[src/rtl/enc8_event_server.sv]
// Event-to-index server: latches up to eight event lines into a pending set and
// presents them one at a time as a 3-bit code on a valid/ready port.
module enc8_event_server #(
    parameter int ROUND_ROBIN = 0
) (
    input  logic       clk,
    input  logic       rst,
    input  logic [7:0] ev_i,
    output logic [2:0] code_o,
    output logic       valid_o,
    input  logic       ready_i,
    output logic       ovf_o,
    input  logic       ovf_clr_i,
    output logic       busy_o
);

    typedef enum logic {
        IDLE = 1'b0,
        SHOW = 1'b1
    } state_t;

    state_t     state_r;
    logic [7:0] pend_r;
    logic [2:0] last_r;

    logic [2:0] sel_s;
    logic       accept_s;
    logic       load_s;
    logic [7:0] take_s;
    logic       drop_s;

    // Lowest set index of req; 0 when req is empty (callers gate on |req).
    function automatic logic [2:0] pick_fixed(input logic [7:0] req);
        logic [2:0] idx;
        logic       found;
        idx   = 3'd0;
        found = 1'b0;
        for (int i = 0; i < 8; i++) begin
            idx   = (!found && req[i]) ? 3'(i) : idx;
            found = found | req[i];
        end
        return idx;
    endfunction

    // Rotate so bit 0 is index last+1, take the lowest, then rotate the result back.
    function automatic logic [2:0] pick_rr(input logic [7:0] req, input logic [2:0] last);
        logic [15:0] dbl;
        logic [3:0]  shamt;
        logic [7:0]  rot;
        dbl   = {req, req};
        shamt = {1'b0, last} + 4'd1;
        rot   = 8'(dbl >> shamt);
        return last + 3'd1 + pick_fixed(rot);
    endfunction

    // Selection, load decision and take/overflow masks from registered state only.
    always_comb begin
        sel_s    = (ROUND_ROBIN != 0) ? pick_rr(pend_r, last_r) : pick_fixed(pend_r);
        accept_s = valid_o & ready_i;
        load_s   = (|pend_r) & ((state_r == IDLE) | accept_s);
        take_s   = load_s ? (8'd1 << sel_s) : 8'd0;
        drop_s   = |(ev_i & pend_r & ~take_s);
    end

    // Pending set, sticky overflow and the presentation FSM.
    always_ff @(posedge clk or posedge rst) begin
        if (rst) begin
            pend_r  <= 8'h00;
            code_o  <= 3'd0;
            valid_o <= 1'b0;
            ovf_o   <= 1'b0;
            last_r  <= 3'd7;
            state_r <= IDLE;
        end else begin
            pend_r <= (pend_r & ~take_s) | ev_i;
            ovf_o  <= drop_s | (ovf_o & ~ovf_clr_i);
            case (state_r)
                IDLE: begin
                    if (load_s) begin
                        code_o  <= sel_s;
                        last_r  <= sel_s;
                        valid_o <= 1'b1;
                        state_r <= SHOW;
                    end else begin
                        valid_o <= 1'b0;
                        state_r <= IDLE;
                    end
                end
                SHOW: begin
                    if (load_s) begin
                        code_o  <= sel_s;
                        last_r  <= sel_s;
                        valid_o <= 1'b1;
                        state_r <= SHOW;
                    end else if (accept_s) begin
                        valid_o <= 1'b0;
                        state_r <= IDLE;
                    end else begin
                        valid_o <= 1'b1;
                        state_r <= SHOW;
                    end
                end
                default: begin
                    valid_o <= 1'b0;
                    state_r <= IDLE;
                end
            endcase
        end
    end

    assign busy_o = (|pend_r) | valid_o;

endmodule

[config.mk]
export PLATFORM = sky130hd
export DESIGN_NAME = enc8_event_server
export DESIGN_NICKNAME = d
export VERILOG_FILES = /design/src/rtl/enc8_event_server.sv
export SDC_FILE = /design/constraint.sdc
export NUM_CORES = 1
export LEC_CHECK = 0
export CAP_MARGIN = 20
export CORE_MARGIN = 8
export CORE_UTILIZATION = 40
export CTS_CLUSTER_DIAMETER = 120
export DETAILED_ROUTE_END_ITERATION = 12
export DONT_BUFFER_PORTS = 1
export PLACE_DENSITY = 0.54
export SETUP_SLACK_MARGIN = 0.02
export SYNTH_ARGS = -nofsm -noshare
export SYNTH_HDL_FRONTEND = slang
export SYNTH_SLANG_ARGS = --single-unit
[constraint.sdc]
create_clock -name clk -period 2.2 [get_ports clk]
set_input_delay 0.66 -clock clk [delete_from_list [all_inputs] [get_ports clk]]
set_output_delay 0.66 -clock clk [all_outputs]
set_load 0.05 [all_outputs]
==> results of run 1 <==
==> sequential cells by signal (all words and copies together) (netlist names) <==
name / count
code_o: 3
valid_o: 1
ovf_o: 1
pend_r: 8
==> through the flow <==
step                instance area [sq um]  setup WS [ns]  hold WS (ns)
floorplan                           750.7       -0.03199        0.5162
global placement                    778.2         0.1772        0.5370
detailed placement                  778.2         0.1609        0.5465
CTS                                 805.8        -0.1410        0.3126
global route                        805.8        -0.2038        0.3409
finish                              805.8        -0.1402        0.2963
==> path summary, 6_finish.rpt <==
check | slack, ns | startpoint | end | cells after the start
hold / removal | 0.30 | rst | pend_r[4] | 1
setup / recovery | -0.14 | pend_r[0] | busy_o | 3
setup reg to reg | 0.49 | valid_o | ovf_o | 4
max in group asynchronous | 1.52 | rst | pend_r[2] | 1
hold reg to reg | 0.56 | pend_r[5] | pend_r[5] | 1
min in group clk | 0.47 | ev_i[3] | pend_r[3] | 1
==> power by group through the flow <==
stage / Clock, mW / Combinational [mW] / Sequential, mW
6_report: 0.155 / 0.0482 / 0.271
3_3_place_gp: 0 / 0.0486 / 0.276
3_5_place_dp: 0 / 0.0483 / 0.276
4_1_cts: 0.158 / 0.0487 / 0.272
2_1_floorplan: 0 / 0.0430 / 0.273
5_1_grt: 0.166 / 0.0543 / 0.273
==> per-layer routing <==
metal	GRT usage [%]	part of all wire, %	up-vias
met3	4.989	12	4
li1	-	-	292
met2	15.56	39	27
met5	0	0	-
met1	13.84	48	271
met4	5.119	1.3	0
==> synth_stat cells (2+ instances only) <==
cell      instances  area, sq um
nand3_1           3        15.01
nor2_1            4        15.01
nand2_1           5        18.77
a311oi_1          2        17.52
nand2b_1          2        12.51
or4_1             3        22.52
clkbuf_1          3        11.26
inv_1             5        18.77
dfrtp_1          13        325.3
a21o_1            6        45.04
buf_6             2        22.52
a21oi_1           5        25.02
or3_1             2        12.51
==> layout make-up <==
| cell class | instances | share of cell area, % |
|---|---|---|
| Sequential cell | 13 | 40.53 |
| Clock buffer | 4 | 3.261 |
| Timing Repair Buffer | 4 | 3.727 |
| Inverter | 5 | 2.329 |
| Multi-Input combinational cell | 53 | 46.27 |
| Tap cell | 25 | 3.882 |
==> what timing repair did <==
action	CTS	global route
gates resized for setup	1	0
setup endpoints to repair	1	1
setup buffers	0	0
pin swaps	0	0
hold endpoints to repair	0	0
==> cells by family (layout without fill, tap and decap cells) <==
kind of cell	Yosys count	after routing
AND/OR/NAND/NOR	27	27
AO/OA/AOI/OAI	26	26
flip-flops	13	13
buffers and inverters	10	13
==> impl_metrics.env, run 1 <==
export IMPL_cap_viol_max_count=0
export IMPL_peakVddDrop_mv=0.3068
export IMPL_pwr_share_clk_pct=32.7
export IMPL_first_pass_iters=4
export IMPL_placed_cells=100
export IMPL_synth_area_sq_um=747.0
export IMPL_dr_first_iter_drc_count=25
export IMPL_async_reset_ff_share_pct=100.0
export IMPL_crit_type="flop to output pin"
export IMPL_cts_inserted_buffers=3
export IMPL_drive_gt1_share_pct=17.72
export IMPL_grt_ovfl_total=0
export IMPL_period_needed_ns=2.340
export IMPL_tns_ns=-0.1402
export IMPL_dieArea_sq_mm=0.003506
export IMPL_io_buffer_count=0
export IMPL_synth_fa_ha_area_share_pct=0
export IMPL_endpoint_kind="output pin"
export IMPL_cts_hold_buf=0
export IMPL_viasPerCell=5.712
export IMPL_rows=15
export IMPL_muxShareOfSynthArea_pct=0
export IMPL_seq_area_frac_synth_pct=43.55
export IMPL_num_vias=594
export IMPL_power_density_mw_per_mm2=589.2
export IMPL_fp_coreArea_sq_mm=0.001745
export IMPL_syn_to_final_growth_pct=7.873
export IMPL_synth_edf_count=0
export IMPL_antenna_found_initial=0
export IMPL_worstPathArrival_ns=1.68
export IMPL_grt_max_degree=14
export IMPL_start_util_pct=42.80
export IMPL_finalSetupViolations=1
export IMPL_hold_viol=0
export IMPL_layout_commonest_cell="dfrtp_1"
export IMPL_status="finished with violations"
export IMPL_cts_num_sinks=13
export IMPL_crit_required_ns=1.54
export IMPL_maxSlewHeadroom_pct=56.90
export IMPL_layout_common_cells="12 x dfrtp_1, 6 x a21o_1, 5 x nand2_1, 5 x inv_1, 5 x a21oi_1"
export IMPL_slowest_stage="or4_4"
export IMPL_multi_input_area_sq_um=372.9
export IMPL_min_period_over_period_pct=106.4
export IMPL_die_x_um=59.22
export IMPL_synth_simple_gate_area_share_pct=22.78
export IMPL_synth_seq_cells=13
export IMPL_ys_warn_count=0
export IMPL_worstHoldPathType="input pin to async pin"
export IMPL_grt_setup_unrepaired="yes"
export IMPL_n_fill_cell=165
export IMPL_synth_ff_type="dfrtp_1"
export IMPL_register_area_sq_um=326.6
export IMPL_num_antenna_cells=0
export IMPL_gp_congestion=0.7415
export IMPL_root_buffer="clkbuf_4"
export IMPL_synth_xor_area_share_pct=0
export IMPL_critPathTopFamily="simple AND/OR/NAND/NOR gates"
export IMPL_synth_cell_types=34
export IMPL_max_slew_worst_pin_slew_ns=0.6451
export IMPL_syn_num_nets=88
export IMPL_clk_pin_slew_ns=0.08
export IMPL_remaining_drc_errors=0
export IMPL_clk_latency_ns=0.28
export IMPL_slew_violations=0
export IMPL_fin_ws_ns=-0.1402
export IMPL_p_sw_share_pct=28.83
export IMPL_total_power_mw=0.4748
export IMPL_cpPeakStageDelay_ns=0.54
export IMPL_p_seq_share_pct=57.1
export IMPL_boundaryPins=18
export IMPL_syn_avg_cell_area_sq_um=9.829
export IMPL_fin_util_pct=46.16
export IMPL_finalClockSkew_ns=0.0006705
export IMPL_cts_tree="yes"
export IMPL_path_cells="nor4_4, nand2_4, or4_4"
export IMPL_grt_pass1_wl_mm=2.925
export IMPL_power_leakage_nw=0.3132
export IMPL_wire_per_inst_um=17.08
export IMPL_ant_nets=0
export IMPL_p_int_mw=0.3379
export IMPL_instances_no_fill=104
export IMPL_p_comb_share_pct=10.2
export IMPL_grt_pass1_vias=611
export IMPL_violations="negative setup slack"
export IMPL_final_nets=92
export IMPL_ctsLongestPathBuffers=2
export IMPL_gr_usage_all_layers_pct=11.04
export IMPL_crit_fanout=6
export IMPL_dp_hpwl_mm=1.287
export IMPL_crit_buf_inv=0
export IMPL_fmax_ghz=0.4273
export IMPL_startpoint_type="flop"
export IMPL_die_h_um=59.22
export IMPL_synth_compound_area_share_pct=26.63
export IMPL_synthCells=76
export IMPL_synth_top_family_by_area="compound AO/OA/AOI/OAI gates"
export IMPL_htree_levels=1
export IMPL_wl_mm=1.776
export IMPL_p_sw_mw=0.1369
No activity file was read; power rests on OpenSTA's default activity.
==> run 2: changes to the inputs <==
--- a/config.mk
+++ b/config.mk
@@ -6,13 +6,14 @@
 export NUM_CORES = 1
 export LEC_CHECK = 0
 export CAP_MARGIN = 20
-export CORE_MARGIN = 8
+export CORE_MARGIN = 2
 export CORE_UTILIZATION = 40
 export CTS_CLUSTER_DIAMETER = 120
 export DETAILED_ROUTE_END_ITERATION = 12
 export DONT_BUFFER_PORTS = 1
 export PLACE_DENSITY = 0.54
 export SETUP_SLACK_MARGIN = 0.02
+export SLEW_MARGIN = 25
 export SYNTH_ARGS = -nofsm -noshare
 export SYNTH_HDL_FRONTEND = slang
 export SYNTH_SLANG_ARGS = --single-unit
==> impl_metrics.env, run 2 (same netlist as run 1, synthesis figures left out) <==
export IMPL_grt_pass1_wl_mm=2.622
export IMPL_grt_max_degree=14
export IMPL_fin_hold_ws_ns=0.2923
export IMPL_fmax_ghz=0.4283
export IMPL_final_nets=94
export IMPL_viasPerCell=5.623
export IMPL_cts_inserted_buffers=3
export IMPL_drive_gt1_share_pct=19.75
export IMPL_slew_violations=0
export IMPL_peakVddDrop_mv=0.3073
export IMPL_worstReg2RegEnd="ovf_o"
export IMPL_root_buffer="clkbuf_4"
export IMPL_reg_largest_list="pend_r x8, code_o x3"
export IMPL_htree_levels=1
export IMPL_die_h_um=47.22
export IMPL_start_util_pct=42.80
export IMPL_fin_util_pct=47.03
export IMPL_grt_ovfl_total=0
export IMPL_first_pass_iters=4
export IMPL_die_x_um=47.22
export IMPL_finalSetupViolations=1
export IMPL_hold_viol=0
export IMPL_dieArea_sq_mm=0.002229
export IMPL_clk_latency_ns=0.28
export IMPL_total_power_mw=0.4766
export IMPL_crit_fanout=6
export IMPL_dp_hpwl_mm=1.211
export IMPL_regToRegSetupSlack_ns=0.56
export IMPL_worstHoldPathType="input pin to async pin"
export IMPL_fin_ws_ns=-0.1347
export IMPL_syn_to_final_growth_pct=9.883
export IMPL_num_vias=596
export IMPL_min_period_over_period_pct=106.1
export IMPL_clk_pin_slew_ns=0.09
export IMPL_gr_usage_all_layers_pct=17.79
export IMPL_cts_tree="yes"
export IMPL_dr_first_iter_drc_count=9
export IMPL_boundaryPins=18
export IMPL_max_slew_worst_pin_slew_ns=0.5240
export IMPL_crit_type="flop to output pin"
export IMPL_critPathLaunch="pend_r[0]"
export IMPL_grt_setup_unrepaired="yes"
export IMPL_startpoint_type="flop"
export IMPL_largest_register="pend_r"
export IMPL_worstPathArrival_ns=1.67
export IMPL_layout_common_cells="12 x dfrtp_1, 6 x a21o_1, 6 x buf_4"
export IMPL_rr_worst_depth=4
export IMPL_violations="negative setup slack"
export IMPL_wl_mm=1.657
export IMPL_power_density_mw_per_mm2=580.7
export IMPL_gp_congestion=0.7824
export IMPL_layout_commonest_cell="dfrtp_1"
export IMPL_finalClockSkew_ns=0.001303
export IMPL_rows=15
export IMPL_maxSlewHeadroom_pct=65.03
export IMPL_ctsLongestPathBuffers=2
export IMPL_crit_required_ns=1.54
export IMPL_io_buffer_count=0
export IMPL_instances_no_fill=106
export IMPL_wire_per_inst_um=15.63
export IMPL_multi_input_area_sq_um=372.9
export IMPL_fp_coreArea_sq_mm=0.001745
export IMPL_status="finished with violations"
export IMPL_endpoint_kind="output pin"
export IMPL_ant_nets=0
export IMPL_period_needed_ns=2.335
export IMPL_largest_reg_flops=8
export IMPL_power_leakage_nw=0.3235
export IMPL_grt_pass1_vias=563
export IMPL_remaining_drc_errors=0
export IMPL_timing_rr_start="pend_r[1]"
export IMPL_place_ws_ns=0.1600
export IMPL_num_antenna_cells=0
export IMPL_placed_cells=102
export IMPL_register_area_sq_um=326.6
export IMPL_cap_viol_max_count=0
export IMPL_cts_hold_buf=0
export IMPL_cts_num_sinks=13
export IMPL_n_fill_cell=174
export IMPL_antenna_found_initial=0
==> run 2: changes by cell type in the layout (fill, tap and decap cells not counted) <==
| cell | previous run | this run |
|---|---|---|
| buf_4 | 4 | 6 |
==> run 2: area by class of cell <==
cell class,count,area share [%]
flip-flops and latches,13,39.79
clock buffers,4,3.201
inverters,5,2.287
multi-input cells,53,45.43
repair buffers,6,5.488
well taps,25,3.811
==> run 2: worst max-delay path by stage <==
stage | to | slack, ns | cells past startpoint
2_1_floorplan | busy_o | -0.03 | 4
3_3_place_gp | busy_o | 0.18 | 3
3_5_place_dp | busy_o | 0.16 | 3
4_1_cts | busy_o | -0.14 | 3
5_1_grt | busy_o | -0.19 | 3
6_report | busy_o | -0.13 | 3
==> run 2: routing by layer <==
metal	GRT usage, %	up-vias	wire length [um]
met1	27.14	278	839
met3	3.077	4	92
li1	-	295	-
met2	23.29	19	696
met4	10.00	0	29
met5	0	-	0
==> run 2: power by group <==
group / internal [mW] / total, mW / switching, mW
combinational: 0.0223 / 0.0498 / 0.0276
sequential: 0.246 / 0.271 / 0.0248
clock: 0.0704 / 0.156 / 0.0852
total: 0.339 / 0.477 / 0.137
==> run 2: what timing repair did <==
item | 4_1_cts | 5_1_grt
setup buffers | 0 | 0
pin swaps | 0 | 0
setup endpoints to repair | 1 | 1
gates resized for setup | 1 | 0
==> run 2: critical path: stages (launching register included) <==
cell	delay [ns]
dfrtp_1	0.41
nor4_4	0.34
nand2_4	0.10
or4_4	0.54
==> run 2: metrics by stage <==
stage / cell area, sq um / TNS (ns)
2_1_floorplan: 750.7 / -0.03199
3_3_place_gp: 793.3 / 0
3_5_place_dp: 793.3 / 0
4_1_cts: 820.8 / -0.1427
5_1_grt: 820.8 / -0.1886
6_report: 820.8 / -0.1347
